[config.mk]
export PLATFORM = sky130hd
export DESIGN_NAME = alu_sequencer
export DESIGN_NICKNAME = d
export VERILOG_FILES = /design/src/rtl/alu_pkg.sv /design/src/rtl/alu_sequencer.sv
export SDC_FILE = /design/constraint.sdc
export NUM_CORES = 1
export LEC_CHECK = 0
export BUFFER_PORTS_ARGS = -buffer_cell sky130_fd_sc_hd__buf_2
export CORE_MARGIN = 2
export CORE_UTILIZATION = 35
export CTS_CLUSTER_DIAMETER = 200
export CTS_CLUSTER_SIZE = 25
export DETAILED_ROUTE_END_ITERATION = 8
export GPL_TIMING_DRIVEN = 0
export SYNTH_ARGS = -nofsm -noshare
export SYNTH_HDL_FRONTEND = slang
export SYNTH_SLANG_ARGS = --single-unit
[constraint.sdc]
create_clock -name clk -period 1.9 [get_ports clk]
set_input_delay 0.095 -clock clk [delete_from_list [all_inputs] [get_ports clk]]
set_output_delay 0.095 -clock clk [all_outputs]
set_load 0.01 [all_outputs]
[src/rtl/alu_pkg.sv]
// alu_pkg
// Shared definitions for the ALU command sequencer:
//   - aluop encodings understood by the external combinational ALU
//   - bit positions inside the command header byte
//   - sequencer FSM state encoding
//   - helper to detect a header with reserved bits set
package alu_pkg;

   localparam logic [1:0] ALU_ADD = 2'b00;
   localparam logic [1:0] ALU_SUB = 2'b01;
   localparam logic [1:0] ALU_AND = 2'b10;
   localparam logic [1:0] ALU_OR  = 2'b11;

   // Header layout: [1:0] aluop, [2] neg, [3] use_acc, [4] keep, [7:5] reserved
   localparam int HDR_NEG     = 2;
   localparam int HDR_USE_ACC = 3;
   localparam int HDR_KEEP    = 4;
   localparam logic [7:0] HDR_RSVD_MASK = 8'hE0;

   typedef enum logic [2:0] {
      ST_HDR   = 3'd0,
      ST_GET_A = 3'd1,
      ST_GET_B = 3'd2,
      ST_EXEC  = 3'd3,
      ST_SEND  = 3'd4
   } state_t;

   function automatic logic hdr_rsvd_set(input logic [7:0] hdr);
      return |(hdr & HDR_RSVD_MASK);
   endfunction

endpackage

[src/rtl/alu_sequencer.sv]
// alu_sequencer
// Command-side front end for an external combinational 8-bit ALU. Byte-serial
// frames (header, optional A byte, B byte) arrive on a valid/ready stream; the
// header is decoded into aluop/neg, operands are registered onto alu_a/alu_b,
// the ALU result is captured one cycle later and offered on a valid/ready
// output stream. An 8-bit accumulator can stand in for operand A and/or
// receive the result, allowing chained operations.
//
// Ports:
//   clk, rst            clock, asynchronous active-high reset
//   in_data/in_valid/in_ready      command byte stream
//   out_data/out_zero/out_valid/out_ready   result stream (out_zero = result==0)
//   alu_a/alu_b/alu_op/alu_neg     registered operands/controls to the ALU
//   alu_o               combinational ALU result
//   err                 one-cycle pulse when a header is rejected
//   acc                 current accumulator value
module alu_sequencer
   import alu_pkg::*;
#(
   parameter logic [7:0] ACC_INIT    = 8'h00,
   parameter bit         ERR_ON_RSVD = 1'b1
) (
   input  logic       clk,
   input  logic       rst,
   input  logic [7:0] in_data,
   input  logic       in_valid,
   output logic       in_ready,
   output logic [7:0] out_data,
   output logic       out_zero,
   output logic       out_valid,
   input  logic       out_ready,
   output logic [7:0] alu_a,
   output logic [7:0] alu_b,
   output logic [1:0] alu_op,
   output logic       alu_neg,
   input  logic [7:0] alu_o,
   output logic       err,
   output logic [7:0] acc
);

   state_t state_q, state_d;

   // Cleared by reset and set on the first clock afterwards, so in_ready stays
   // low while rst is held and rises only after the first post-release edge.
   logic rdy_en;
   logic keep_q;

   logic hdr_take;
   logic a_take;
   logic b_take;
   logic exec_go;
   logic send_done;
   logic rsvd_rej;

   always_ff @(posedge clk or posedge rst) begin
      if (rst) begin
         state_q <= ST_HDR;
         rdy_en  <= 1'b0;
      end else begin
         state_q <= state_d;
         rdy_en  <= 1'b1;
      end
   end

   always_comb begin
      state_d   = state_q;
      in_ready  = 1'b0;
      hdr_take  = 1'b0;
      a_take    = 1'b0;
      b_take    = 1'b0;
      exec_go   = 1'b0;
      send_done = 1'b0;
      rsvd_rej  = 1'b0;
      case (state_q)
         ST_HDR: begin
            in_ready = rdy_en;
            if (in_valid && rdy_en) begin
               if (ERR_ON_RSVD && hdr_rsvd_set(in_data)) begin
                  rsvd_rej = 1'b1;
               end else begin
                  hdr_take = 1'b1;
                  state_d  = in_data[HDR_USE_ACC] ? ST_GET_B : ST_GET_A;
               end
            end
         end
         ST_GET_A: begin
            in_ready = rdy_en;
            if (in_valid && rdy_en) begin
               a_take  = 1'b1;
               state_d = ST_GET_B;
            end
         end
         ST_GET_B: begin
            in_ready = rdy_en;
            if (in_valid && rdy_en) begin
               b_take  = 1'b1;
               state_d = ST_EXEC;
            end
         end
         ST_EXEC: begin
            exec_go = 1'b1;
            state_d = ST_SEND;
         end
         ST_SEND: begin
            if (out_ready) begin
               send_done = 1'b1;
               state_d   = ST_HDR;
            end
         end
         default: state_d = ST_HDR;
      endcase
   end

   // Operand/result registers. ALU controls hold their values after the frame
   // so the ALU output remains stable until the next frame overwrites them.
   always_ff @(posedge clk or posedge rst) begin
      if (rst) begin
         alu_a     <= 8'h00;
         alu_b     <= 8'h00;
         alu_op    <= ALU_ADD;
         alu_neg   <= 1'b0;
         keep_q    <= 1'b0;
         out_data  <= 8'h00;
         out_zero  <= 1'b0;
         out_valid <= 1'b0;
         err       <= 1'b0;
         acc       <= ACC_INIT;
      end else begin
         err <= rsvd_rej;
         if (hdr_take) begin
            alu_op  <= in_data[1:0];
            alu_neg <= in_data[HDR_NEG];
            keep_q  <= in_data[HDR_KEEP];
            if (in_data[HDR_USE_ACC]) begin
               alu_a <= acc;
            end
         end
         if (a_take) begin
            alu_a <= in_data;
         end
         if (b_take) begin
            alu_b <= in_data;
         end
         // use_acc together with keep is a read-modify-write: alu_a already
         // holds the old accumulator, acc takes the new result here.
         if (exec_go) begin
            out_data  <= alu_o;
            out_zero  <= (alu_o == 8'h00);
            out_valid <= 1'b1;
            if (keep_q) begin
               acc <= alu_o;
            end
         end
         if (send_done) begin
            out_valid <= 1'b0;
         end
      end
   end

endmodule

# [After elaboration in Yosys (flattened, before gate mapping)]
# Index checks and enable logic that the tools add are counted.
[word_totals] reg_bits=43 in_bits=20 out_inout_bits=39 wordCells=57
[classes] eq_ne=9 n_mux=25 reduce_logical=11
[ops] operator="two-way mux 8 bit" count=3
[ops] operator="two-way mux 1 bit" count=15
[ops] operator="two-way mux 3 bit" count=5
[ops] operator="case mux 3 bit (5 select lines)" count=1
[ops] operator="!= test 2 bit, second input constant" count=5
[ops] operator="zero test 8 bit" count=1
[ops] operator="equality test 3 x 2 -> 1 bit, second input constant" count=2
[ops] operator="nonzero test 2 bit" count=3
[ops] operator="OR reduction 3 bit" count=2
[ops] operator="AND reduction 5 bit" count=1
[ops] operator="AND reduction 2 bit" count=2
[ops] operator="equality test 3 x 1 -> 1 bit, second input constant" count=1
[ops] operator="equality test 3 bit, second input constant" count=1
[ops] operator="zero test 3 bit" count=1
[ops] operator="two-way mux 2 bit" count=1
[ops] operator="logical AND 1 bit" count=1

# [Longest topological paths before layout]
# Gate-level depths: netlist of the first run.
[depth] depth_word=6 mapped_depth=5 depth_no_buf=3

# [Worst setup path after synthesis of the first run]
# No wires, ideal clock.
[synth_timing] path_type="in2reg" startpoint="input port in_data[6]" endpoint="register alu_a[0]" setup_time_ps=125 arrival_ps=1581 required_time_ps=1775 slack_ps=194 stages=3 n_path_buf=0 path_cell_list="or4b_4 > a2111oi_4 > mux2_2"
[synth_between] elab_chain_len=6
[synth_rtl] item="from (decl)" line="alu_sequencer.sv:25" text="input logic [7:0] in_data,"
[synth_rtl] item="OR reduction 3 bit" line="alu_pkg.sv:29" text="return |(hdr & HDR_RSVD_MASK);"
[synth_rtl] item="two-way mux 1 bit" line="alu_sequencer.sv:78" text="if (ERR_ON_RSVD && hdr_rsvd_set(in_data)) begin"
[synth_rtl] item="two-way mux 1 bit" line="alu_sequencer.sv:77" text="if (in_valid && rdy_en) begin"
[synth_rtl] item="two-way mux 1 bit" line="alu_sequencer.sv:74" text="case (state_q)"
[synth_rtl] item="nonzero test 2 bit (no source line)"
[synth_rtl] item="AND reduction 2 bit (no source line)"
[synth_rtl] item="to (signal assigned)" line="alu_sequencer.sv:139" text="alu_a <= in_data;"
[synth_rtl] item="to (decl)" line="alu_sequencer.sv:32" text="output logic [7:0] alu_a,"
# No other way between the ends.
# A chain may end at the register's enable or synchronous reset.

# [Final worst setup path of the first run]
[layout_timing] startpoint="register state_q[1]" endpoint="register alu_b[1]"
[layout_between] elab_chain_len=2
[layout_rtl] item="from (decl)" line="alu_sequencer.sv:41" text="state_t state_q, state_d;"
[layout_rtl] item="from (signal assigned)" line="alu_sequencer.sv:60" text="state_q <= state_d;"
[layout_rtl] item="equality test 3 x 2 -> 1 bit" line="alu_sequencer.sv:74"
[layout_rtl] item="two-way mux 1 bit" line="alu_sequencer.sv:74"
[layout_rtl] item="to (signal assigned)" line="alu_sequencer.sv:142" text="alu_b <= in_data;"
[layout_rtl] item="to (decl)" line="alu_sequencer.sv:33" text="output logic [7:0] alu_b,"
# No other way between the ends.

==> results of run 1 <==
[report_power, final]
part / internal, mW / leakage, nW / switching [mW]
logic: 0.748 / 0.517 / 0.640
registers: 1.34 / 0.523 / 0.243
clock network: 0.332 / 0.0515 / 0.300
[stage by stage]
stage | hold WS [ns] | util (%) | cell area (um^2) | worst slack, ns
floorplan | 0.245 | - | 1820 | 0.194
global placement | 0.363 | 43.3 | 2200 | -0.179
detailed placement | -0.00639 | 43.7 | 2220 | -0.192
CTS | 0.0617 | 46.4 | 2360 | 0.0134
global route | 0.0621 | 46.3 | 2350 | 0.0245
finish | 0.0698 | 46.3 | 2350 | 0.158
[timing repair]
item,in CTS,in global routing
hold buffers,1,0
cloned,0,0
resized for setup,1,1
endpoints found under the setup margin,22,24
pin swaps,2,0
setup buffers,3,0
hold endpoints to repair,43,0
[state kept, by name, summed over array words and instances (netlist names), 2 cells and up]
register  flops
acc           8
alu_a         8
alu_b         8
alu_op        2
out_data      8
state_q       3
[worst max-delay path: stages, from the launching register on]
cell	delay [ns]
dfrtp_1	0.33
clkbuf_1	0.36
nand2b_1	0.18
nor3_4	0.37
mux2_2	0.38
[per-layer routing]
layer / share of wire (%) / vias up / track usage (%)
li1: - / 597 / -
met1: 47 / 625 / 19.5
met2: 44 / 51 / 21.8
met3: 7.9 / 5 / 5.57
met4: 0.77 / 0 / 3.82
met5: 0 / - / 0
[area by class of cell]
| type | count | area [um^2] | share of cell area (%) |
|---|---|---|---|
| Clock buffer | 8 | 100 | 4.26 |
| Buffer | 3 | 12.5 | 0.532 |
| Tap cell | 70 | 87.6 | 3.73 |
| Sequential cell | 43 | 1080 | 45.8 |
| Multi-Input combinational cell | 77 | 721 | 30.7 |
| Timing Repair Buffer | 63 | 343 | 14.6 |
| Inverter | 3 | 11.3 | 0.479 |
[cell families (layout without fill, tap and decap cells)]
kind of cell | count (synthesis) | after routing | share of synthesized area, %
DFF | 43 | 43 | 59.1
other | 1 | 1 | 0.206
AOI/OAI and AO/OA | 8 | 8 | 3.92
muxes | 44 | 44 | 27.2
buffers and inverters | 8 | 77 | 1.65
and+or+nand+nor | 24 | 24 | 7.90
[layout by cell type (no fill, tap or decap), types with 2 or more instances in the layout]
cell      synthesis  layout
nand2_1           6       6
inv_1             3       2
dfrtp_1          43      43
buf_4             0       3
nand3b_1          4       4
nor4_1            3       3
mux2_2           44      44
a21oi_1           4       4
clkbuf_8          0       7
buf_2             0      58
clkbuf_1          4       3
nor2_1            3       3
[worst max path at each step]
stage	from	end	slack (ns)	cells past startpoint
6_report	state_q[1]	alu_b[1]	0.16	4
5_1_grt	state_q[1]	alu_b[2]	0.02	4
4_1_cts	state_q[2]	out_data[0]	0.01	4
3_5_place_dp	state_q[0]	acc[3]	-0.19	4
3_3_place_gp	state_q[0]	acc[2]	-0.18	4
2_1_floorplan	in_data[6]	alu_a[0]	0.19	3
==> impl_metrics.py, run 1 <==
metrics = {
    "status": {
        "status": "complete, no violations",
    },
    "global_routing": {
        "grt_pass1_wl_mm": 6.64,
        "antenna_found_initial": 0,
        "grt_pass1_vias": 1329,
        "grt_max_degree": 39,
        "grtUsageTotal_pct": 14.4,
        "overflow": 0,
    },
    "placed_design": {
        "hpwl_mm": 2.86,
        "port_buffers": 58,
        "gp_congestion": 0.671,
        "dp_cells": 257,
    },
    "worst_setup_path": {
        "worstPathArrival_ns": 1.92,
        "r2r_start": "state_q[1]",
        "crit_fanout": 10,
        "r2r-end": "alu_b[1]",
        "critPathLaunchType": "flop",
        "cp-end-kind": "flop",
        "reg2reg_slack_ns": 0.16,
        "path_class": "flop to flop",
        "crit_required_ns": 2.07,
        "ff2ff_path_depth": 4,
    },
    "sta": {
        "setup_viol": 0,
        "post-route-period-util_pct": 91.7,
        "worst_pin_slew_ns": 0.544,
        "fin_setup_tns_ns": 0,
        "period_minus_slack_ns": 1.74,
        "fmax_mhz": 574,
        "skew_ns": 0.00618,
        "slew_viol_final": 0,
        "slew_headroom_pct": 63.6,
        "grt_setup_unrepaired": "false",
        "final_hold_viol_count": 0,
    },
    "worst_hold_path": {
        "worstHoldPathCells": 2,
        "hp-start": "alu_o[2]",
        "hold_end": "acc[2]",
        "hp-class": "input port to flop",
    },
    "synth": {
        "ys_async_sr_fraction_pct": 100,
        "synth.area.top_cells": "dfrtp_1, mux2_2, nand3b_1",
        "synth_top_area_cell": "dfrtp_1",
        "yosysMostFrequentCell": "mux2_2",
        "synth_nets": 148,
        "synth_edf_count": 0,
        "synth-seq-cells": 43,
        "synth_cells": 128,
        "yosysWarningCount": 0,
        "yosys.area.top_type_share_pct": 59.1,
        "synth_top_flop_cell": "dfrtp_1",
        "syn_area_per_cell_um2": 14.2,
        "synth_common_cells": "mux2_2, dfrtp_1, nand2_1",
        "ys_seq_area_share_pct": 59.1,
        "syn_area_um2": 1820,
        "yosysUniqueCellTypes": 23,
    },
    "floorplanning": {
        "die_h_um": 76.1,
        "fp.coreArea_um2": 5070,
        "rows": 26,
        "start_util_pct": 35.9,
        "die_area_um2": 5790,
        "io_pins": 59,
        "die_w_um": 76.1,
    },
    "final_layout": {
        "area_delta_synth_final_pct": 29.1,
        "instances_no_fill": 267,
        "fillers": 483,
        "antennaDiodeCount": 0,
        "drive_gt1_share_pct": 60.4,
        "final_nets": 216,
    },
    "cts": {
        "worstSkewPairLatency_ns": 0.29,
        "numCtsBuffers": 5,
        "cts_tree": "yes",
        "clockBufferDepth": 2,
        "cts_max_level": 2,
        "root_buffer": "clkbuf_8",
        "clk_pin_slew_worst_paths_ns": 0.08,
        "cts_sinks": 43,
    },
    "run": {
        "max_cap_violations": 0,
    },
    "pwr": {
        "power.leakage_nw": 1.09,
        "total_power_mw": 3.60,
        "ir_drop_uv": 649,
        "power-per-cell-area_nw_per_um2": 1530,
    },
    "routing": {
        "wl_per_cell_um": 14.6,
        "vias": 1278,
        "drtAntennaViolNets": 0,
        "drcViolationCount": 0,
        "totalWireLength_mm": 3.90,
        "drt_iter0_markers": 31,
        "vias_per_cell": 4.79,
        "dr.pass1.iters": 4,
    },
}
Note: power is estimated with default switching activity, not from simulation.
==> run 2, diff against run 1 <==
- PLACE_DENSITY: unset -> 0.63
==> run 2 against run 1 <==
Design area is 0.16% higher. Wire length is 6.9% lower. Clock power is 7.3% higher. Core utilization is 0.074 points higher. Combinational power hardly changed. Final cell count is 0.37% lower. Non-clock buffer count stayed put. Critical path depth stayed put. Critical path type unchanged. Critical endpoint is now alu_b[0].
==> impl_metrics.py, run 2 (same netlist as run 1, synthesis figures left out) <==
metrics = {
    "status": {
        "status": "complete, no violations",
    },
    "pwr": {
        "p_clk_share_pct": 18.6,
        "power-per-cell-area_nw_per_um2": 1550,
        "p_comb_share_pct": 38.1,
        "power.leakage_nw": 1.09,
        "p_int_mw": 2.47,
        "seqPwrFrac_pct": 43.3,
        "p_sw_mw": 1.17,
        "ir_drop_uv": 771,
        "switching_share_pct": 32.1,
    },
    "final_layout": {
        "antennaDiodeCount": 0,
        "instances_no_fill": 266,
        "final_nets": 216,
        "final_common_cell": "buf_2",
        "drive_gt1_share_pct": 60.7,
        "area_delta_synth_final_pct": 29.3,
        "fillers": 502,
        "mostFrequentLayoutCells": "buf_2, mux2_2, dfrtp_1",
    },
    "floorplanning": {
        "fp.coreArea_um2": 5070,
        "die_h_um": 76.1,
        "start_util_pct": 35.9,
        "die_area_um2": 5790,
        "die_w_um": 76.1,
        "rows": 26,
        "io_pins": 59,
    },
    "worst_setup_path": {
        "crit_fanout": 10,
        "critPathLaunchType": "flop",
        "worstSetupEndpoint": "alu_b[0]",
        "crit_chain": "clkbuf_1, nand2b_1, nor3_4, mux2_2",
        "ff2ff_path_depth": 4,
        "path_class": "flop to flop",
        "cpMaxStageDelayCell": "mux2_2",
        "crit_start": "state_q[1]",
        "reg2reg_slack_ns": 0.15,
        "cp-end-kind": "flop",
        "crit_required_ns": 2.07,
        "max_stage_delay_ns": 0.39,
        "worstPathArrival_ns": 1.92,
        "r2r-end": "alu_b[0]",
        "r2r_start": "state_q[1]",
    },
    "placed_design": {
        "dp_cells": 257,
        "gp_congestion": 0.776,
        "port_buffers": 58,
        "hpwl_mm": 2.76,
    },
    "sta": {
        "setup_viol": 0,
        "final_hold_viol_count": 0,
        "slew_viol_final": 0,
        "fin_setup_tns_ns": 0,
        "grt_setup_unrepaired": "false",
        "post-route-period-util_pct": 92.2,
        "period_minus_slack_ns": 1.75,
        "skew_ns": 0.00762,
        "fmax_mhz": 571,
    },
    "routing": {
        "vias": 1243,
        "dr.pass1.iters": 4,
        "wl_per_cell_um": 13.7,
        "drt_iter0_markers": 39,
        "drtAntennaViolNets": 0,
        "totalWireLength_mm": 3.64,
        "vias_per_cell": 4.67,
        "drcViolationCount": 0,
    },
    "cts": {
        "root_buffer": "clkbuf_8",
        "worstSkewPairLatency_ns": 0.29,
        "clockBufferDepth": 2,
        "cts_sinks": 43,
        "clk_pin_slew_worst_paths_ns": 0.08,
        "numCtsBuffers": 5,
        "cts_max_level": 2,
        "cts_tree": "yes",
    },
    "global_routing": {
        "grtUsageTotal_pct": 14.0,
        "antenna_found_initial": 0,
        "overflow": 0,
        "grt_pass1_vias": 1296,
        "grt_max_degree": 43,
        "grt_pass1_wl_mm": 6.40,
    },
    "worst_hold_path": {
        "hp-class": "input port to flop",
    },
    "run": {
        "max_cap_violations": 0,
    },
}
-- run 2: per-layer routing --
metal,GRT usage [%],part of all wire (%),up-vias
li1,-,-,595
met1,18.9,47,603
met2,20.8,45,39
met3,5.21,6.6,6
met4,4.91,1.4,0
met5,0,0,-
-- run 2: layout make-up --
class | instances | area [um^2] | share of cell area [%]
inverters | 3 | 11.3 | 0.478
well taps | 70 | 87.6 | 3.72
clock buffers | 5 | 68.8 | 2.92
repair buffers | 62 | 335 | 14.2
clock inverters | 2 | 37.5 | 1.59
flip-flops and latches | 43 | 1080 | 45.7
plain buffers | 4 | 17.5 | 0.744
multi-input cells | 77 | 721 | 30.6
-- run 2: through the flow --
stage | total power [mW] | hold WS, ns | setup WS [ns] | util, % | area (um^2)
global placement | 2.97 | 0.363 | -0.171 | 43.3 | 2200
floorplan | 2.42 | 0.245 | 0.194 | - | 1820
finish | 3.64 | 0.0617 | 0.149 | 46.4 | 2350
detailed placement | 3.00 | -0.0482 | -0.186 | 43.7 | 2220
CTS | 3.71 | 0.0495 | 0.0288 | 46.4 | 2360
global route | 3.93 | 0.0549 | 0.0132 | 46.4 | 2350
-- run 2: worst min-delay path by stage --
stage	start	to	cells past startpoint	slack (ns)
after detailed placement	rst	out_data[2]	2	-0.05
after floorplan	alu_o[6]	out_data[6]	1	0.25
final	alu_o[3]	out_data[3]	2	0.06
after global routing	alu_o[7]	out_data[7]	2	0.05
after CTS	alu_o[3]	out_data[3]	2	0.05
after global placement	in_data[0]	alu_b[0]	2	0.36
-- run 2: power by group through the flow --
stage / registers [mW] / clock network (mW) / logic (mW)
floorplan: 1.75 / 0 / 0.670
global placement: 1.57 / 0 / 1.39
detailed placement: 1.58 / 0 / 1.42
CTS: 1.57 / 0.710 / 1.43
global route: 1.65 / 0.754 / 1.53
finish: 1.58 / 0.678 / 1.38
-- run 2: repair_timing --
| action | 4_1_cts | 5_1_grt |
|---|---|---|
| cloned | 0 | 0 |
| hold buffers | 1 | 0 |
| hold endpoints to repair | 43 | 0 |
| pin swaps | 2 | 0 |
| gates resized for setup | 1 | 3 |
| buffers inserted | 2 | 0 |
| endpoints found under the setup margin | 24 | 16 |
-- run 2: worst max-delay path, delay by kind of cell, from the launching register on --
family                 cells  cell delay (ns)
buffers and inverters      1             0.37
flip-flops                 1             0.33
multiplexers               1             0.39
AND/OR/NAND/NOR            2             0.54
==> run 3, diff against run 2 <==
- ABC_AREA: unset -> 1
- ABC_CLOCK_PERIOD_IN_PS: unset -> 1900
- PLACE_DENSITY: 0.63 -> 0.62
==> run 3 against run 2 <==
Final cell count rose by 35%. Via count rose by 28%. Wire length rose by 16%. Non-clock buffer count fell by 1. Critical path depth rose by 3. Setup slack improved by 0.36 ns. Die area rose by 5.0%. First-iteration DRC count rose to 2.7 times the previous value.
==> impl_metrics.py, run 3 <==
metrics = {
    "cts": {
        "numCtsBuffers": 5,
        "clk_pin_slew_worst_paths_ns": 0.08,
        "worstSkewPairLatency_ns": 0.30,
        "clockBufferDepth": 2,
        "cts_sinks": 43,
        "root_buffer": "clkbuf_8",
        "cts_max_level": 2,
        "cts_tree": "yes",
    },
    "global_routing": {
        "grtUsageTotal_pct": 15.3,
        "grt_max_degree": 44,
        "antenna_found_initial": 0,
        "overflow": 0,
        "grt_pass1_vias": 1522,
        "grt_pass1_wl_mm": 7.32,
    },
    "floorplanning": {
        "die_w_um": 78.0,
        "io_pins": 59,
        "fp.coreArea_um2": 5200,
        "start_util_pct": 36.8,
        "die_h_um": 78.0,
        "rows": 26,
        "die_area_um2": 6080,
    },
    "sta": {
        "fin_setup_tns_ns": 0,
        "slew_viol_final": 0,
        "grt_setup_unrepaired": "false",
        "skew_ns": 0.00871,
        "post-route-period-util_pct": 73.1,
        "period_minus_slack_ns": 1.39,
        "fmax_mhz": 720,
        "setup_viol": 0,
        "final_hold_viol_count": 0,
    },
    "final_layout": {
        "drive_gt1_share_pct": 31.9,
        "antennaDiodeCount": 0,
        "final_nets": 307,
        "final_common_cell": "nand2_1",
        "mostFrequentLayoutCells": "nand2_1, buf_2, dfrtp_1",
        "instances_no_fill": 358,
        "area_delta_synth_final_pct": 25.9,
    },
    "routing": {
        "drt_iter0_markers": 104,
        "totalWireLength_mm": 4.21,
        "drcViolationCount": 0,
        "routedLengthMet1_mm": 2.01,
        "vias": 1592,
        "drtAntennaViolNets": 0,
        "top_layer": "met4",
        "dr_wl_met3_um": 336,
        "wl_per_cell_um": 11.8,
        "dr_wl_met2_mm": 1.80,
        "vias_per_cell": 4.45,
        "dr.pass1.iters": 4,
    },
    "synth": {
        "synth-seq-cells": 43,
        "yosysMostFrequentCell": "nand2_1",
        "yosys.area.top_type_share_pct": 56.1,
        "syn_area_um2": 1920,
        "yosysUniqueCellTypes": 23,
        "synth_top_flop_cell": "dfrtp_1",
        "syn_area_per_cell_um2": 8.71,
        "yosysWarningCount": 0,
        "synth_common_cells": "nand2_1, dfrtp_1, inv_1",
        "ys_async_sr_fraction_pct": 100,
        "ys_seq_area_share_pct": 56.1,
        "synth_nets": 240,
        "synth_cells": 220,
        "synth_top_area_cell": "dfrtp_1",
        "synth.area.top_cells": "dfrtp_1, nand2_1, o21ai_0",
        "synth_edf_count": 0,
    },
    "worst_setup_path": {
        "crit_start": "state_q[2]",
        "max_stage_delay_ns": 0.45,
        "crit_buf_inv": 1,
        "cpMostUsedCell": "nand2_1",
        "reg2reg_slack_ns": 0.51,
        "critPathLaunchType": "flop",
        "crit_required_ns": 2.14,
        "r2r_start": "state_q[2]",
        "crit_fanout": 8,
        "cpMaxStageDelayCell": "dfrtp_1",
        "worstPathArrival_ns": 1.63,
        "path_class": "flop to flop",
        "cpLargestDelayFamily": "simple AND/OR/NAND/NOR gates",
        "crit_chain": "inv_1, nand3_1, nor2_4, nand2_1, nand2_1, nand2_1, nand2_1",
        "cp-end-kind": "flop",
    },
    "status": {
        "status": "complete, no violations",
    },
    "pwr": {
        "power-per-cell-area_nw_per_um2": 1410,
        "ir_drop_uv": 591,
        "power.leakage_nw": 1.33,
    },
    "placed_design": {
        "port_buffers": 58,
        "dp_cells": 349,
        "hpwl_mm": 3.21,
        "gp_congestion": 0.900,
    },
    "run": {
        "max_cap_violations": 0,
    },
    "worst_hold_path": {
        "hp-start": "alu_o[3]",
        "hp-class": "input port to flop",
    },
}
run 3: cell types whose count changed in the layout (fill, tap and decap cells not counted), moves of 4 or more:
cell	before	now
inv_1	2	19
nand3_1	1	15
nand2_1	6	80
o21ai_2	0	7
nor2_1	3	11
mux2_2	44	0
o21ai_0	1	19
nand3b_1	4	0
run 3: logic make-up (layout without fill, tap and decap cells):
logic type	Yosys count	in the layout	share of synthesized area [%]
DFF	43	43	56.1
buffers and inverters	28	96	6.40
other	1	1	0.196
AOI/OAI and AO/OA	31	31	9.99
and+or+nand+nor	117	117	27.3
run 3: metrics by stage:
stage	utilization, %	area [um^2]	setup slack (ns)	hold WS [ns]	total power, mW
6_report	46.4	2410	0.510	0.0570	3.41
5_1_grt	46.4	2410	0.349	0.0722	3.71
4_1_cts	46.4	2410	0.512	0.0466	3.45
3_5_place_dp	44.5	2310	0.516	0.142	2.87
3_3_place_gp	44.1	2290	0.210	0.351	2.83
2_1_floorplan	-	1920	0.707	0.240	2.31
run 3: worst paths after layout:
path	end	cells after the start
worst max-delay path	alu_a[4]	7
worst min-delay path	acc[3]	3
worst max register to register	alu_a[4]	7
worst min register to register	alu_b[3]	2
max in group asynchronous	alu_op[0]	4
min in group asynchronous	acc[6]	4
run 3: cell type report:
| type | instances | area, um^2 |
|---|---|---|
| buffer | 5 | 36.3 |
| clock buffer | 5 | 68.8 |
| clock inverter | 3 | 20.0 |
| fill | 543 | 2790 |
| inverter | 23 | 86.3 |
| multi-input combinational | 149 | 718 |
| sequential | 43 | 1080 |
| tap | 70 | 87.6 |
| timing repair buffer | 60 | 320 |
run 3: per-layer routing:
metal,GRT usage (%),vias up
li1,-,825
met1,21.1,702
met2,22.6,56
met3,5.00,9
met4,5.09,0
met5,0,-
run 3: report_power, final:
part           internal (mW)  switching [mW]  total [mW]
clock network          0.256           0.315       0.570
registers               1.31           0.260        1.57
logic                  0.549           0.717        1.27
total                   2.12            1.29        3.41
run 3: worst register-to-register path: stages, from the launching register on:
cell and delay, ns:
dfrtp_1 0.45, inv_1 0.19, nand3_1 0.20, nor2_4 0.22, nand2_1 0.10, nand2_1 0.07
nand2_1 0.05, nand2_1 0.06
run 3: timing repair:
| action | in CTS | in global routing |
|---|---|---|
| hold endpoints to repair | 43 | 0 |
| resized for setup | 0 | 0 |
| setup buffers | 0 | 0 |
| hold buffers | 1 | 0 |
